`src/rtl/vga_pkg.sv`:
```
// Shared timing defaults and width helpers for the VGA timing generator.
package vga_pkg;

    // 640x480 @ 60 Hz timing, 25 MHz pixel rate
    localparam int DEF_H_ACTIVE = 640;
    localparam int DEF_H_FP     = 16;
    localparam int DEF_H_SYNC   = 96;
    localparam int DEF_H_BP     = 48;
    localparam int DEF_V_ACTIVE = 480;
    localparam int DEF_V_FP     = 10;
    localparam int DEF_V_SYNC   = 2;
    localparam int DEF_V_BP     = 33;

    localparam int DEF_H_TOTAL = DEF_H_ACTIVE + DEF_H_FP + DEF_H_SYNC + DEF_H_BP;
    localparam int DEF_V_TOTAL = DEF_V_ACTIVE + DEF_V_FP + DEF_V_SYNC + DEF_V_BP;

    // Ceiling log2, evaluated at elaboration time for counter widths
    function automatic int clog2(input int value);
        int result;
        result = 0;
        for (int i = 0; i < 31; i++) begin
            if ((1 << i) < value) result = i + 1;
        end
        return result;
    endfunction

    // Counter width that never collapses to zero bits (e.g. a divide-by-1)
    function automatic int cnt_width(input int value);
        return (clog2(value) < 1) ? 1 : clog2(value);
    endfunction

endpackage

```
`src/rtl/vga_axis_counter.sv`:
```
// One timing axis (horizontal or vertical): a wrapping position counter
// plus decode of the visible area and the sync window.
module vga_axis_counter
    import vga_pkg::*;
#(
    parameter int ACTIVE = DEF_H_ACTIVE,
    parameter int FP     = DEF_H_FP,
    parameter int SYNC   = DEF_H_SYNC,
    parameter int BP     = DEF_H_BP,
    parameter int W      = cnt_width(ACTIVE + FP + SYNC + BP)
) (
    input  logic         clk,
    input  logic         rst_n,
    input  logic         step,
    input  logic         clear,
    output logic [W-1:0] count,
    output logic         wrap,
    output logic         active,
    output logic         sync_on
);

    localparam int TOTAL = ACTIVE + FP + SYNC + BP;

    localparam logic [W-1:0] LAST = W'(TOTAL - 1);

    // Window bounds carry one spare bit so an end bound equal to 2**W
    // (zero back porch on a power-of-two total) does not truncate to 0.
    localparam logic [W:0] ACT_END  = (W+1)'(ACTIVE);
    localparam logic [W:0] SYNC_BEG = (W+1)'(ACTIVE + FP);
    localparam logic [W:0] SYNC_END = (W+1)'(ACTIVE + FP + SYNC);

    logic [W:0] count_ext;

    assign count_ext = {1'b0, count};
    assign wrap      = step && (count == LAST);
    assign active    = (count_ext < ACT_END);
    assign sync_on   = (count_ext >= SYNC_BEG) && (count_ext < SYNC_END);

    // Position register: cleared when idle, advances one step, wraps exactly at TOTAL-1
    always_ff @(posedge clk or negedge rst_n) begin
        // NOTE: sequential state is assigned with <= so every register in the
        // design samples the same pre-edge values regardless of block order.
        if (!rst_n) begin
            count <= '0;
        end else if (clear) begin
            count <= '0;
        end else if (step) begin
            count <= wrap ? '0 : count + W'(1);
        end
    end

endmodule

```
`src/rtl/vga_timing_gen.sv`:
```
// Parametrised VGA timing generator and registered pixel-output stage.
// Produces a pixel strobe from clk, walks the h/v raster, asks the paint
// logic for a colour at each coordinate and registers colour and syncs
// onto the pins one pixel period later with blanking applied.
module vga_timing_gen
    import vga_pkg::*;
#(
    parameter int   H_ACTIVE = DEF_H_ACTIVE,
    parameter int   H_FP     = DEF_H_FP,
    parameter int   H_SYNC   = DEF_H_SYNC,
    parameter int   H_BP     = DEF_H_BP,
    parameter int   V_ACTIVE = DEF_V_ACTIVE,
    parameter int   V_FP     = DEF_V_FP,
    parameter int   V_SYNC   = DEF_V_SYNC,
    parameter int   V_BP     = DEF_V_BP,
    parameter int   CLK_DIV  = 4,
    parameter logic HS_POL   = 1'b0,
    parameter logic VS_POL   = 1'b0,
    parameter int   R_W      = 3,
    parameter int   G_W      = 3,
    parameter int   B_W      = 2,
    localparam int  H_TOTAL  = H_ACTIVE + H_FP + H_SYNC + H_BP,
    localparam int  V_TOTAL  = V_ACTIVE + V_FP + V_SYNC + V_BP,
    localparam int  H_W      = cnt_width(H_TOTAL),
    localparam int  V_W      = cnt_width(V_TOTAL)
) (
    input  logic           clk,
    input  logic           rst_n,
    input  logic           enable,
    input  logic [R_W-1:0] pix_r,
    input  logic [G_W-1:0] pix_g,
    input  logic [B_W-1:0] pix_b,
    output logic [H_W-1:0] pixel_x,
    output logic [V_W-1:0] pixel_y,
    output logic           pix_req,
    output logic           pix_ce,
    output logic           frame_start,
    output logic           line_start,
    output logic [R_W-1:0] vgaRed,
    output logic [G_W-1:0] vgaGreen,
    output logic [B_W-1:0] vgaBlue,
    output logic           Hsync,
    output logic           Vsync
);

    localparam int DIV_W = cnt_width(CLK_DIV);

    localparam logic [DIV_W-1:0] DIV_LAST = DIV_W'(CLK_DIV - 1);

    logic [DIV_W-1:0] div_cnt;
    logic             h_wrap;
    logic             h_active;
    logic             h_sync_on;
    logic             v_active;
    logic             v_sync_on;
    logic             v_wrap_unused;  // frame wrap is already visible as v returning to 0
    logic             in_active;

    // Pixel strobe: with CLK_DIV=1 the divider sits at its last count, so
    // rst_n gates the strobe to keep the handshake outputs low during reset.
    assign pix_ce = rst_n && enable && (div_cnt == DIV_LAST);

    // Clock divider: counts 0..CLK_DIV-1 while running, parked at 0 when idle
    always_ff @(posedge clk or negedge rst_n) begin
        if (!rst_n) begin
            div_cnt <= '0;
        end else if (!enable || (div_cnt == DIV_LAST)) begin
            div_cnt <= '0;
        end else begin
            div_cnt <= div_cnt + DIV_W'(1);
        end
    end

    vga_axis_counter #(
        .ACTIVE (H_ACTIVE),
        .FP     (H_FP),
        .SYNC   (H_SYNC),
        .BP     (H_BP),
        .W      (H_W)
    ) u_h_axis (
        .clk     (clk),
        .rst_n   (rst_n),
        .step    (pix_ce),
        .clear   (!enable),
        .count   (pixel_x),
        .wrap    (h_wrap),
        .active  (h_active),
        .sync_on (h_sync_on)
    );

    vga_axis_counter #(
        .ACTIVE (V_ACTIVE),
        .FP     (V_FP),
        .SYNC   (V_SYNC),
        .BP     (V_BP),
        .W      (V_W)
    ) u_v_axis (
        .clk     (clk),
        .rst_n   (rst_n),
        .step    (h_wrap),
        .clear   (!enable),
        .count   (pixel_y),
        .wrap    (v_wrap_unused),
        .active  (v_active),
        .sync_on (v_sync_on)
    );

    assign in_active   = h_active && v_active;
    assign pix_req     = pix_ce && in_active;
    assign line_start  = pix_ce && (pixel_x == '0);
    assign frame_start = line_start && (pixel_y == '0);

    // Pin register: samples colour and sync decode on the strobe that ends the
    // pixel period, so colour and syncs stay aligned one pixel behind the counters
    always_ff @(posedge clk or negedge rst_n) begin
        if (!rst_n) begin
            vgaRed   <= '0;
            vgaGreen <= '0;
            vgaBlue  <= '0;
            Hsync    <= ~HS_POL;
            Vsync    <= ~VS_POL;
        end else if (!enable) begin
            vgaRed   <= '0;
            vgaGreen <= '0;
            vgaBlue  <= '0;
            Hsync    <= ~HS_POL;
            Vsync    <= ~VS_POL;
        end else if (pix_ce) begin
            vgaRed   <= in_active ? pix_r : '0;
            vgaGreen <= in_active ? pix_g : '0;
            vgaBlue  <= in_active ? pix_b : '0;
            Hsync    <= h_sync_on ? HS_POL : ~HS_POL;
            Vsync    <= v_sync_on ? VS_POL : ~VS_POL;
        end
    end

endmodule

```
`config.mk`:
```
export PLATFORM = sky130hd
export DESIGN_NAME = vga_timing_gen
export DESIGN_NICKNAME = d
export VERILOG_FILES = /design/src/rtl/vga_pkg.sv /design/src/rtl/vga_axis_counter.sv /design/src/rtl/vga_timing_gen.sv
export SDC_FILE = /design/constraint.sdc
export NUM_CORES = 1
export LEC_CHECK = 0
export ABC_AREA = 1
export CORE_ASPECT_RATIO = 1.1
export CORE_UTILIZATION = 54
export DETAILED_ROUTE_END_ITERATION = 10
export PLACE_DENSITY = 0.85
export SLEW_MARGIN = 10
export SYNTH_ARGS = -nofsm -noshare
export SYNTH_HDL_FRONTEND = slang
export SYNTH_HIERARCHICAL = 1
export SYNTH_SLANG_ARGS = --single-unit
export TNS_END_PERCENT = 30
```
`constraint.sdc`:
```
create_clock -name clk -period 4.25 [get_ports clk]
set_input_delay 0.425 -clock clk [delete_from_list [all_inputs] [get_ports clk]]
set_output_delay 0.425 -clock clk [all_outputs]
set_load 0.02 [all_outputs]
```
==> results.cfg <==
[power]
p_per_area_mw_per_mm2 = 231
ir_worst_vdd_mv = 0.199
p_clk_share_pct = 39.6
comb_power_share_pct = 7.6
power.leakage_nw = 1.19
p_seq_share_pct = 52.8
p_int_w = 0.000449
p_total_w = 0.000586
netSwitchingPower_w = 0.000138
swShare_pct = 23.5

[logic_synthesis]
netlist-cell-type-count = 27
synth_area_mm2 = 0.00196
syn-num-nets = 288
post_synth.cell_area_avg_um2 = 7.20
synth_seq_cells = 32
yosys_warnings = 6
synth_edf_count = 0
netlist_instances = 272
synth_ff_type = dfrtp_1
async_reset_ff_share_pct = 100
ys_seq_area_share_pct = 41.0

[floorplan]
die_area_mm2 = 0.00387
std_cell_rows = 22
die_height_um = 65.2
fp.dieW_um = 59.4
io_pins = 45
start_util_pct = 57.8
placeableCoreArea_mm2 = 0.00339

[drt]
route.detailed.drc = 0
routedWlPerCell_um = 13.1
via_count = 1934
wirelength_um = 4880
via_per_inst = 5.20
dr.pass1.iters = 5
ant_nets = 0
drt_iter0_markers = 100

[placement]
place.gp.congestion = 0.926
dpl-instance-area_mm2 = 0.00246
dp_hpwl_um = 3510
numPortBuffers = 44

[critical_path]
path_cells = clkdlybuf4s50_1, nand3_2, nor2_1, nand2_1, nor2_1, clkdlybuf4s50_1
worstPathArrival_ps = 2300
required_ps = 3830
crit_path_start = enable
rr_startpoint = div_cnt[0]$_DFF_PN0_
crit_path_end_kind = primary output
critPathSlowestCell = clkdlybuf4s50_1
start_kind = input pin
crit_path_max_fanout = 11
r2r_slack_ps = 2080
cpPeakStageDelay_ps = 680
critPathKind = input pin to primary output

[sta]
worst_slew_pin_slew_ps = 413
maxSlewViolCount = 0
max_slew_margin_pct = 72.5
tns_ps = 0
hold_slack_ps = 457
max_freq_mhz = 367
period_minus_slack_ps = 2720
final-hold-violation-count = 0
finClkSkew_ps = 18.7
rsz0062_at_grt = no
setup_viol = 0
timing.final.crit_share_pct = 64.1

[global_routing]
overflow = 0
grtUsageTotal_pct = 28.4
antenna_found_initial = 0
grt_max_degree = 33
grt_pass1_vias = 1841
grt_pass1_wl_um = 8140

[clocking]
clkSlewWorstSetupHoldPaths_ps = 90
hold_buffers = 0
clk_latency_ps = 360
htreeDepth = 2
cts.sinks = 32
cts_made_buffers = 5
tritoncts = yes
post_cts_buffers = 0
post_cts_resized = 0
clock_path_buffers = 2
root_buffer = clkbuf_4

[layout]
antennaDiodeCount = 0
final_util_pct = 74.9
seq_area_um2 = 803
layout.nets = 339
fill_cells = 275
fin_area_mm2 = 0.00253
area_growth_pct = 29.5
multiInputGateArea_mm2 = 0.00101
drive_gt1_share_pct = 12.7

[min_path]
min_path_type = register to register
min_from = div_cnt[0]$_DFF_PN0_

[job]
maxCapViolations = 0

[status]
status = completed
[sequential cells by signal (all words and copies together), names as in the netlist]
register	cells
Hsync	1
div_cnt	2
Vsync	1
u_h_axis/count	10
u_v_axis/count	10
vgaBlue	2
vgaRed	3
vgaGreen	3
[critical path, delay by kind of cell]
kind | cells | cell delay, ps
buf+inv | 2 | 1320
simple gates | 4 | 550
[power groups by stage]
stage / sequential, W / combinational [W] / clock (W)
after floorplan: 0.000317 / 0.0000192 / 0
after global placement: 0.000315 / 0.0000439 / 0
after detailed placement: 0.000316 / 0.0000446 / 0
after CTS: 0.000310 / 0.0000447 / 0.000236
after global routing: 0.000310 / 0.0000496 / 0.000244
final: 0.000310 / 0.0000443 / 0.000232
[layer usage]
metal / up-vias / wire (um) / track usage [%]
met5: - / 0 / 0
met4: 0 / 119 / 13.1
met3: 13 / 210 / 4.53
met2: 73 / 2540 / 48.6
met1: 893 / 2020 / 34.3
li1: 955 / - / -
[worst paths after layout]
path | end | depth (start not counted)
setup / recovery | frame_start | 6
hold / removal | div_cnt[0]$_DFF_PN0_ | 1
setup reg to reg | u_v_axis/count[3]$_DFFE_PN0P_ | 11
hold reg to reg | div_cnt[0]$_DFF_PN0_ | 1
max in group asynchronous | Hsync$_DFFE_PN1P_ | 2
min in group asynchronous | u_v_axis/count[1]$_DFFE_PN0P_ | 2
[Yosys cell counts, drive strengths merged (2+ instances only)]
library cell,count,area [um2]
nand2,88,345
nor2,52,248
inv,34,128
dfrtp,30,751
nand3,27,150
nor3,11,76.3
nand4,6,37.5
ha,5,62.6
o21ai,4,20.0
a21oi,3,15.0
buf,2,15.0
dfstp,2,52.6
or2,2,12.5
[cells by family (layout without fill, tap and decap cells)]
group,after synthesis,in the layout,share of synthesized area [%]
AOI/OAI and AO/OA,7,7,1.79
xor gates and xnor gates,2,2,0.895
adders and majority gates,5,5,3.19
buffers and inverters,36,88,7.28
DFF,32,32,41.0
and+or+nand+nor,190,190,45.8
[cells in the final DEF, fill, tap and decap left out, drive strengths merged]
| master | Yosys | final |
|---|---|---|
| dfrtp | 30 | 30 |
| a21oi | 3 | 3 |
| ha | 5 | 5 |
| nor3 | 11 | 11 |
| buf | 2 | 2 |
| nor2 | 52 | 52 |
| nand2 | 88 | 88 |
| nand4 | 6 | 6 |
| o21ai | 4 | 4 |
| clkdlybuf4s50 | 0 | 44 |
| nand3 | 27 | 27 |
| inv | 34 | 34 |
| bufinv | 0 | 1 |
| and2 | 1 | 1 |
| xor2 | 1 | 1 |
| xnor2 | 1 | 1 |
| nor3b | 1 | 1 |
| nand3b | 1 | 1 |
| dfstp | 2 | 2 |
| nor4 | 1 | 1 |
| clkinv | 0 | 1 |
| clkbuf | 0 | 6 |
| or2 | 2 | 2 |
[per-stage QoR]
| stage | setup WS, ps | std cells |
|---|---|---|
| floorplan | 1840 | 272 |
| global route | 1410 | 372 |
| finish | 1530 | 372 |
| CTS | 1510 | 372 |
| global placement | 1610 | 364 |
| detailed placement | 1520 | 364 |
[layout make-up]
class / instances / share of cell area, %
clock inverters: 2 / 1.38
well taps: 48 / 2.37
flip-flops and latches: 32 / 31.7
repair buffers: 46 / 18.0
clock buffers: 6 / 1.63
multi-input cells: 204 / 39.9
inverters: 34 / 5.03
Power figures use the tool's default switching activity.
